`src/rtl/serial_subtractor.sv`:
```
// Bit-serial subtractor: recovers B = X - A one bit per clock, LSB first, with
// underflow/overflow flags. Define SERIAL_SUB_SATURATE_EN to saturate B instead of wrapping.
module serial_subtractor #(
   parameter int DATA_WIDTH = 4
) (
   input  logic                  clk,
   input  logic                  rst_n,
   input  logic                  in_valid,
   output logic                  in_ready,
   input  logic [DATA_WIDTH:0]   X,
   input  logic [DATA_WIDTH-1:0] A,
   output logic                  out_valid,
   input  logic                  out_ready,
   output logic [DATA_WIDTH-1:0] B,
   output logic                  underflow,
   output logic                  overflow
);

   localparam int W  = DATA_WIDTH + 1;
   localparam int CW = $clog2(W + 1);

   typedef enum logic [1:0] {IDLE, SHIFT, DONE} state_t;

   state_t                state_q, state_d;
   logic [W-1:0]          x_q, x_d, a_q, a_d;
   logic [DATA_WIDTH-1:0] diff_q, diff_d;
   logic                  borrow_q, borrow_d;
   logic [CW-1:0]         cnt_q, cnt_d;
   logic                  in_ready_q, in_ready_d;
   logic                  out_valid_q, out_valid_d;
   logic [DATA_WIDTH-1:0] b_q, b_d;
   logic                  underflow_q, underflow_d;
   logic                  overflow_q, overflow_d;
   logic                  bit_d, borrow_nxt;

   always_comb begin
      // NOTE: every signal takes its held value first so no path leaves one unassigned (no latches).
      state_d     = state_q;
      x_d         = x_q;
      a_d         = a_q;
      diff_d      = diff_q;
      borrow_d    = borrow_q;
      cnt_d       = cnt_q;
      b_d         = b_q;
      underflow_d = underflow_q;
      overflow_d  = overflow_q;
      bit_d       = x_q[0] ^ a_q[0] ^ borrow_q;
      borrow_nxt  = (~x_q[0] & a_q[0]) | (~(x_q[0] ^ a_q[0]) & borrow_q);

      case (state_q)
         IDLE: begin
            if (in_valid && in_ready_q) begin
               x_d      = X;
               a_d      = {1'b0, A};
               borrow_d = 1'b0;
               cnt_d    = CW'(W);
               state_d  = SHIFT;
            end
         end
         SHIFT: begin
            x_d      = x_q >> 1;
            a_d      = a_q >> 1;
            borrow_d = borrow_nxt;
            cnt_d    = cnt_q - 1'b1;
            if (cnt_q == CW'(1)) begin
               // Last bit is D[DATA_WIDTH]; it only feeds the overflow flag.
               state_d     = DONE;
               underflow_d = borrow_nxt;
               overflow_d  = ~borrow_nxt & bit_d;
               b_d         = diff_q;
`ifdef SERIAL_SUB_SATURATE_EN
               if (borrow_nxt)
                  b_d = '0;
               else if (bit_d)
                  b_d = '1;
`endif
            end else begin
               diff_d = {bit_d, diff_q[DATA_WIDTH-1:1]};
            end
         end
         DONE: begin
            if (out_ready)
               state_d = IDLE;
         end
         default: state_d = IDLE;
      endcase

      in_ready_d  = (state_d == IDLE);
      out_valid_d = (state_d == DONE);
   end

   // NOTE: sequential state uses non-blocking assignments so all flops update together.
   always_ff @(posedge clk or negedge rst_n) begin
      if (!rst_n) begin
         state_q     <= IDLE;
         x_q         <= '0;
         a_q         <= '0;
         diff_q      <= '0;
         borrow_q    <= 1'b0;
         cnt_q       <= '0;
         in_ready_q  <= 1'b0;
         out_valid_q <= 1'b0;
         b_q         <= '0;
         underflow_q <= 1'b0;
         overflow_q  <= 1'b0;
      end else begin
         state_q     <= state_d;
         x_q         <= x_d;
         a_q         <= a_d;
         diff_q      <= diff_d;
         borrow_q    <= borrow_d;
         cnt_q       <= cnt_d;
         in_ready_q  <= in_ready_d;
         out_valid_q <= out_valid_d;
         b_q         <= b_d;
         underflow_q <= underflow_d;
         overflow_q  <= overflow_d;
      end
   end

   assign in_ready  = in_ready_q;
   assign out_valid = out_valid_q;
   assign B         = b_q;
   assign underflow = underflow_q;
   assign overflow  = overflow_q;

endmodule
```
`config.mk`:
```
export PLATFORM = sky130hd
export DESIGN_NAME = serial_subtractor
export DESIGN_NICKNAME = d
export VERILOG_FILES = /design/src/rtl/serial_subtractor.sv
export SDC_FILE = /design/constraint.sdc
export NUM_CORES = 1
export LEC_CHECK = 0
export ABC_AREA = 1
export CAP_MARGIN = 20
export CORE_UTILIZATION = 50
export CTS_BUF_LIST = sky130_fd_sc_hd__clkbuf_4
export DETAILED_ROUTE_END_ITERATION = 8
export MAX_ROUTING_LAYER = met4
export PLACE_DENSITY = 0.76
export SYNTH_ARGS = -nofsm -noshare
export SYNTH_HDL_FRONTEND = slang
export SYNTH_SLANG_ARGS = --single-unit
```
`constraint.sdc`:
```
create_clock -name clk -period 1.8 [get_ports clk]
set_clock_uncertainty 0.1 [all_clocks]
set_input_delay 0.54 -clock clk [delete_from_list [all_inputs] [get_ports clk]]
set_output_delay 0.54 -clock clk [all_outputs]
set_load 0.03 [all_outputs]
```
Yosys cells after proc, flatten, opt, wreduce, memory -nomap -nowiden
Cells that the tools add are included.
{"block": "word_totals", "mem_count": 0, "wordCells": 46, "regBits": 28, "latch_bits": 0, "output_inout_bits": 8, "mem_bits_ro": 0, "ramBits": 0}
{"block": "classes", "n_shift": 0, "div": 0, "n_eq_ne": 5, "bitwise": 10, "addsub": 1, "reduce_logical": 7, "multipliers": 0, "order_cmp": 0, "mux": 12}
{"cell": "$pmux 5 s2", "count": 2}
{"cell": "$mux 5", "count": 2}
{"cell": "$mux 2", "count": 3}
{"cell": "$pmux 2 s3", "count": 1}
{"cell": "$pmux 3 s2", "count": 1}
{"cell": "$reduce_and 2->1", "count": 3}
{"cell": "$eq 2x2->1 const B", "count": 2}
{"cell": "$logic_not 2->1", "count": 2}
{"cell": "$not 1->1", "count": 4}
{"cell": "$and 1x1->1", "count": 3}
{"cell": "$eq 3x1->1 const B", "count": 1}
{"cell": "$mux 3", "count": 1}
{"cell": "$sub 3x1->3 const B", "count": 1}
{"cell": "$eq 2x1->1 const B", "count": 1}
{"cell": "$ne 2x2->1 const B", "count": 1}
{"cell": "$pmux 1 s2", "count": 1}
{"cell": "$reduce_bool 2->1", "count": 1}
{"cell": "$xor 1x1->1", "count": 2}
{"cell": "$logic_and 1x1->1", "count": 1}
{"cell": "$mux 1", "count": 1}
{"cell": "$or 1x1->1", "count": 1}

Depth between registers and ports, before layout
{"block": "depth", "word_depth": 6, "depth_mapped": 8, "mapped_depth_nobuf": 8}

Worst setup path before layout
No wires, ideal clock.
{"block": "synth_path", "kind": "flip-flop to flip-flop", "startpoint": "reg in_ready_q, in the netlist in_ready", "endpoint": "reg a_q[0]", "slack_ns": 0.518, "stages_incl_launch_ff": 7, "arrival_time_ns": 1.065, "setup_time_ns": 0.117, "required_ns": 1.583, "period_less_slack_ns": 1.282, "path_cell_list": "dfrtp_1 nand2_1 inv_1 nand2_1 buf_4 nand3_1 nand2_1"}
{"block": "synth_via", "elab_chain_len": 3}
{"item": "start: declaration", "line_no": "29", "text": "logic in_ready_q, in_ready_d;"}
{"item": "start signal: assignment", "line_no": "113", "text": "in_ready_q <= in_ready_d;"}
{"item": "$logic_and 1x1->1", "line_no": "52", "text": "if (in_valid && in_ready_q) begin"}
{"item": "$ne 2x2->1 (no source line)"}
{"item": "$reduce_and 2->1 (no source line)"}
{"item": "end signal: assignment", "line_no": "97", "text": "a_q <= '0;"}
{"item": "end signal: assignment", "line_no": "109", "text": "a_q <= a_d;"}
{"item": "end: declaration", "line_no": "25", "text": "logic [W-1:0] x_q, x_d, a_q, a_d;"}
Every way passes these cells.
A chain may end at the register's enable or synchronous reset.

Final worst setup path
{"block": "layout_path", "startpoint": "reg underflow_q, in the netlist underflow", "endpoint": "out underflow"}
{"item": "start: declaration", "line_no": "32", "text": "logic underflow_q, underflow_d;"}
{"item": "start signal: assignment", "line_no": "116", "text": "underflow_q <= underflow_d;"}
{"item": "end: declaration", "line_no": "15", "text": "output logic underflow,"}
No word-level cell between the ends.

==> Flow_metrics.wiki <==
{| class="wikitable"
! Metric !! Value
|-
| Number of global-route vias before repair || about 950
|-
| Total of warnings raised by yosys || 0
|-
| Final Slew Violations || 0
|-
| Achievable Freq || 577 MHz
|-
| Endpoint type of the worst setup path || output port
|-
| Pin count of the biggest net entering global routing || 28
|-
| Half-perimeter wire length after placement || 1730 µm
|-
| Master of the slowest instance on the critical path || dlygate4sd2_1
|-
| DR DRC count || 0
|-
| Die Width || between 50 and 60 µm
|-
| Boundary Pins || 21
|-
| Footprint of the multi-input gates || ~510 µm²
|-
| Clock tree buffer depth || 2
|-
| Share of post-route cells with drive strength above 1 || 0.0971
|-
| Result of the run || completed
|-
| Critical path arrival || 1.09 ns
|-
| H-Tree Depth || 1
|-
| Register-to-register path setup slack || ~0.32 ns
|-
| Setup repair after global routing missed its margin || false
|-
| Worst min-delay path class || reg -> reg
|-
| Synth-to-layout area growth || 20.1%
|-
| Most frequent cells in the layout || nand2_1 (62), dfrtp_1 (27), nand3_1 (21)
|-
| Peak ir drop on the vdd network || around 970 µV
|-
| Flop and latch count out of synthesis || 27
|-
| Cell family with the largest share of critical-path delay || buffers and inverters
|-
| Max-slew headroom at the worst pin || 0.724
|-
| CP cell instances || dlygate4sd2_1
|-
| Cell count after synthesis || 150
|-
| Filler cells || between 200 and 250
|-
| Total global routing overflow || 0
|-
| Worst Hold Path EP || B[0]$_DFFE_PN0P_
|-
| Std cell rows || 17
|-
| Post-route ant nets || 0
|-
| TritonCTS clock tree || done
|-
| Starting Density || 0.554
|-
| Syn avg cell area || ~8.5 µm²
|-
| Transition time at the pin with the least slew margin || between 0.4 and 0.5 ns
|-
| Floorplan core area || around 0.0023 mm²
|-
| Distinct cell type count after synthesis || 17
|-
| Routed wire length || 2330 µm
|-
| Die Area || ~0.0028 mm²
|-
| Area of all sequential standard cells || between 600 and 700 µm²
|-
| Antenna diode count || 0
|-
| Mapped Nets || around 170
|-
| Highest cell delay on the worst timing path || around 0.40 ns
|-
| Category of the worst setup path launch point || flip-flop
|-
| Worst Path Max Fanout || 2
|-
| Number of iterations in the first detailed-routing pass || 4
|-
| Required time at the endpoint of the critical path || about 1.2 ns
|-
| Post-CTS repair timing setup buffer count || 0
|-
| CTS clock-pin slew for the worst setup and hold paths || ~0.15 ns
|-
| Number of nets at the end of the flow || 192
|-
| GR Util All Layers || 0.208
|-
| Number of DRC markers after the initial detailed-route iteration || 19
|-
| Capture instance of the worst register-to-register path || B[0]$_DFFE_PN0P_
|-
| Post-Syn Area || 0.00127 mm²
|-
| Number of buffers and inverters on the critical path || 1
|-
| Final hold violation count || 0
|-
| Critical path type || reg -> out
|-
| Final Cycle Share || 0.963
|-
| Instance count on the critical path || 1
|-
| WL per Instance || around 11 µm
|-
| Vertical die dimension || roughly 52 µm
|-
| I/O Buffers || 20
|-
| Setup_tns || 0 ns
|-
| Reg-to-reg startpoint || state_q[0]$_DFF_PN0_
|-
| Final Power || roughly 2.7 mW
|-
| Number of vias after detailed routing || a little over 1000
|-
| Number of sinks handled by clock tree synthesis || 27
|-
| Time the worst path needs with I/O delays and setup || 1.73 ns
|-
| Source of the worst hold timing path || B[0]$_DFFE_PN0P_
|-
| CTS buffer count || 3
|-
| Placed Cells incl. Taps || just under 200
|-
| Routability cong. || approximately 0.8
|-
| Length in cells of the worst reg-to-reg path || 4
|-
| Wire length of the first global-routing pass || approximately 4000 µm
|-
| Most common cell after layout, fill and taps aside || nand2_1
|-
| Non-filler cells in the finished layout || 203
|-
| Initial antenna violation count || 0
|-
| Post-detailed-route via-to-cell ratio || between 5 and 6
|-
| Cell at the root of the clock tree || clkbuf_4
|-
| Part of the Yosys area used for sequential elements || 0.531
|-
| Worst hold stages || 2
|-
| Pwr Density || between 1500 and 2000 mW/mm²
|-
| Total setup violations reported at the end of the flow || 0
|-
| Clock insertion delay at the later pin of the skew report || 0.32 ns
|-
| Summed area of non-filler cells in the final layout || about 0.0015 mm²
|-
| Max-cap violations || 0
|-
| Total leakage power || ~0.84 nW
|-
| Placed instance area || between 0.0015 and 0.002 mm²
|}
worst max-delay path by stage:
stage                                      from                 end  slack [ns]
final                     underflow$_DFFE_PN0P_           underflow        0.07
after global routing      underflow$_DFFE_PN0P_           underflow        0.01
after CTS                      B[2]$_DFFE_PN0P_                B[2]        0.05
after detailed placement               in_valid  x_q[3]$_DFFE_PN0P_        0.06
after floorplan              in_ready$_DFF_PN0_  a_q[0]$_DFFE_PN0P_        0.52
after global placement                 in_valid  a_q[2]$_DFFE_PN0P_        0.09
state kept, by name, indices dropped and copies added (netlist names):
name,cells
B,4
a_q,4
borrow_q,1
cnt_q,3
diff_q,4
in_ready,1
out_valid,1
overflow,1
state_q,2
underflow,1
x_q,5
logic make-up after synthesis:
kind of cell / count (synthesis) / share of synthesized area
buf+inv: 16 / 0.0649
fa+ha+maj: 3 / 0.0354
flops: 27 / 0.531
simple gates: 96 / 0.334
compound gates: 8 / 0.0344
cell type report:
class,instances,area share
timing repair buffer,25,0.149
multi-input combinational,107,0.337
clock inverter,1,0.00491
clock buffer,3,0.0147
tap,28,0.0229
sequential,27,0.442
inverter,12,0.0295
routing by layer:
layer / routed length, µm / track usage / share of wire / vias up
met2: 1140 / 0.361 / 0.49 / 32
met1: 1060 / 0.245 / 0.46 / 466
li1: - / - / - / 518
met4: 29 / 0.0833 / 0.012 / 0
met5: 0 / - / 0 / -
met3: 102 / 0.0261 / 0.044 / 4
synth_stat cells:
cell type   n  area, µm²
nand2_1    62        233
dfrtp_1    27        676
nand3_1    21        105
inv_1      10       37.5
o21ai_0     7       35.0
nor2_1      5       18.8
nand2_4     3       33.8
buf_4       2       15.0
buf_6       2       22.5
ha_1        2       25.0
inv_2       2       7.51
or2_1       2       12.5
a21oi_2     1       8.76
fa_1        1       20.0
nor2_4      1       11.3
nor3_1      1       5.00
or2_2       1       6.26
through the flow:
step	util	hold slack, ns	setup slack [ns]
global placement	0.656	0.354	0.0914
finish	0.665	0.390	0.0675
floorplan	-	0.144	0.518
detailed placement	0.656	0.364	0.0634
CTS	0.665	0.394	0.0458
global route	0.665	0.435	0.0116
power breakdown:
| part | internal (mW) | switching [mW] | total, mW | leakage, nW |
|---|---|---|---|---|
| Clock | 0.0847 | 0.175 | 0.260 | 0.0139 |
| Combinational | 0.495 | 0.856 | 1.35 | 0.482 |
| Sequential | 0.886 | 0.201 | 1.09 | 0.342 |
| Total | 1.47 | 1.23 | 2.70 | 0.838 |
timing repair:
| action | 4_1_cts | 5_1_grt |
|---|---|---|
| hold buffers | 0 | 0 |
| setup endpoints to repair | 8 | 0 |
| resized for setup | 8 | 0 |
Note: power is estimated with default switching activity, not from simulation.
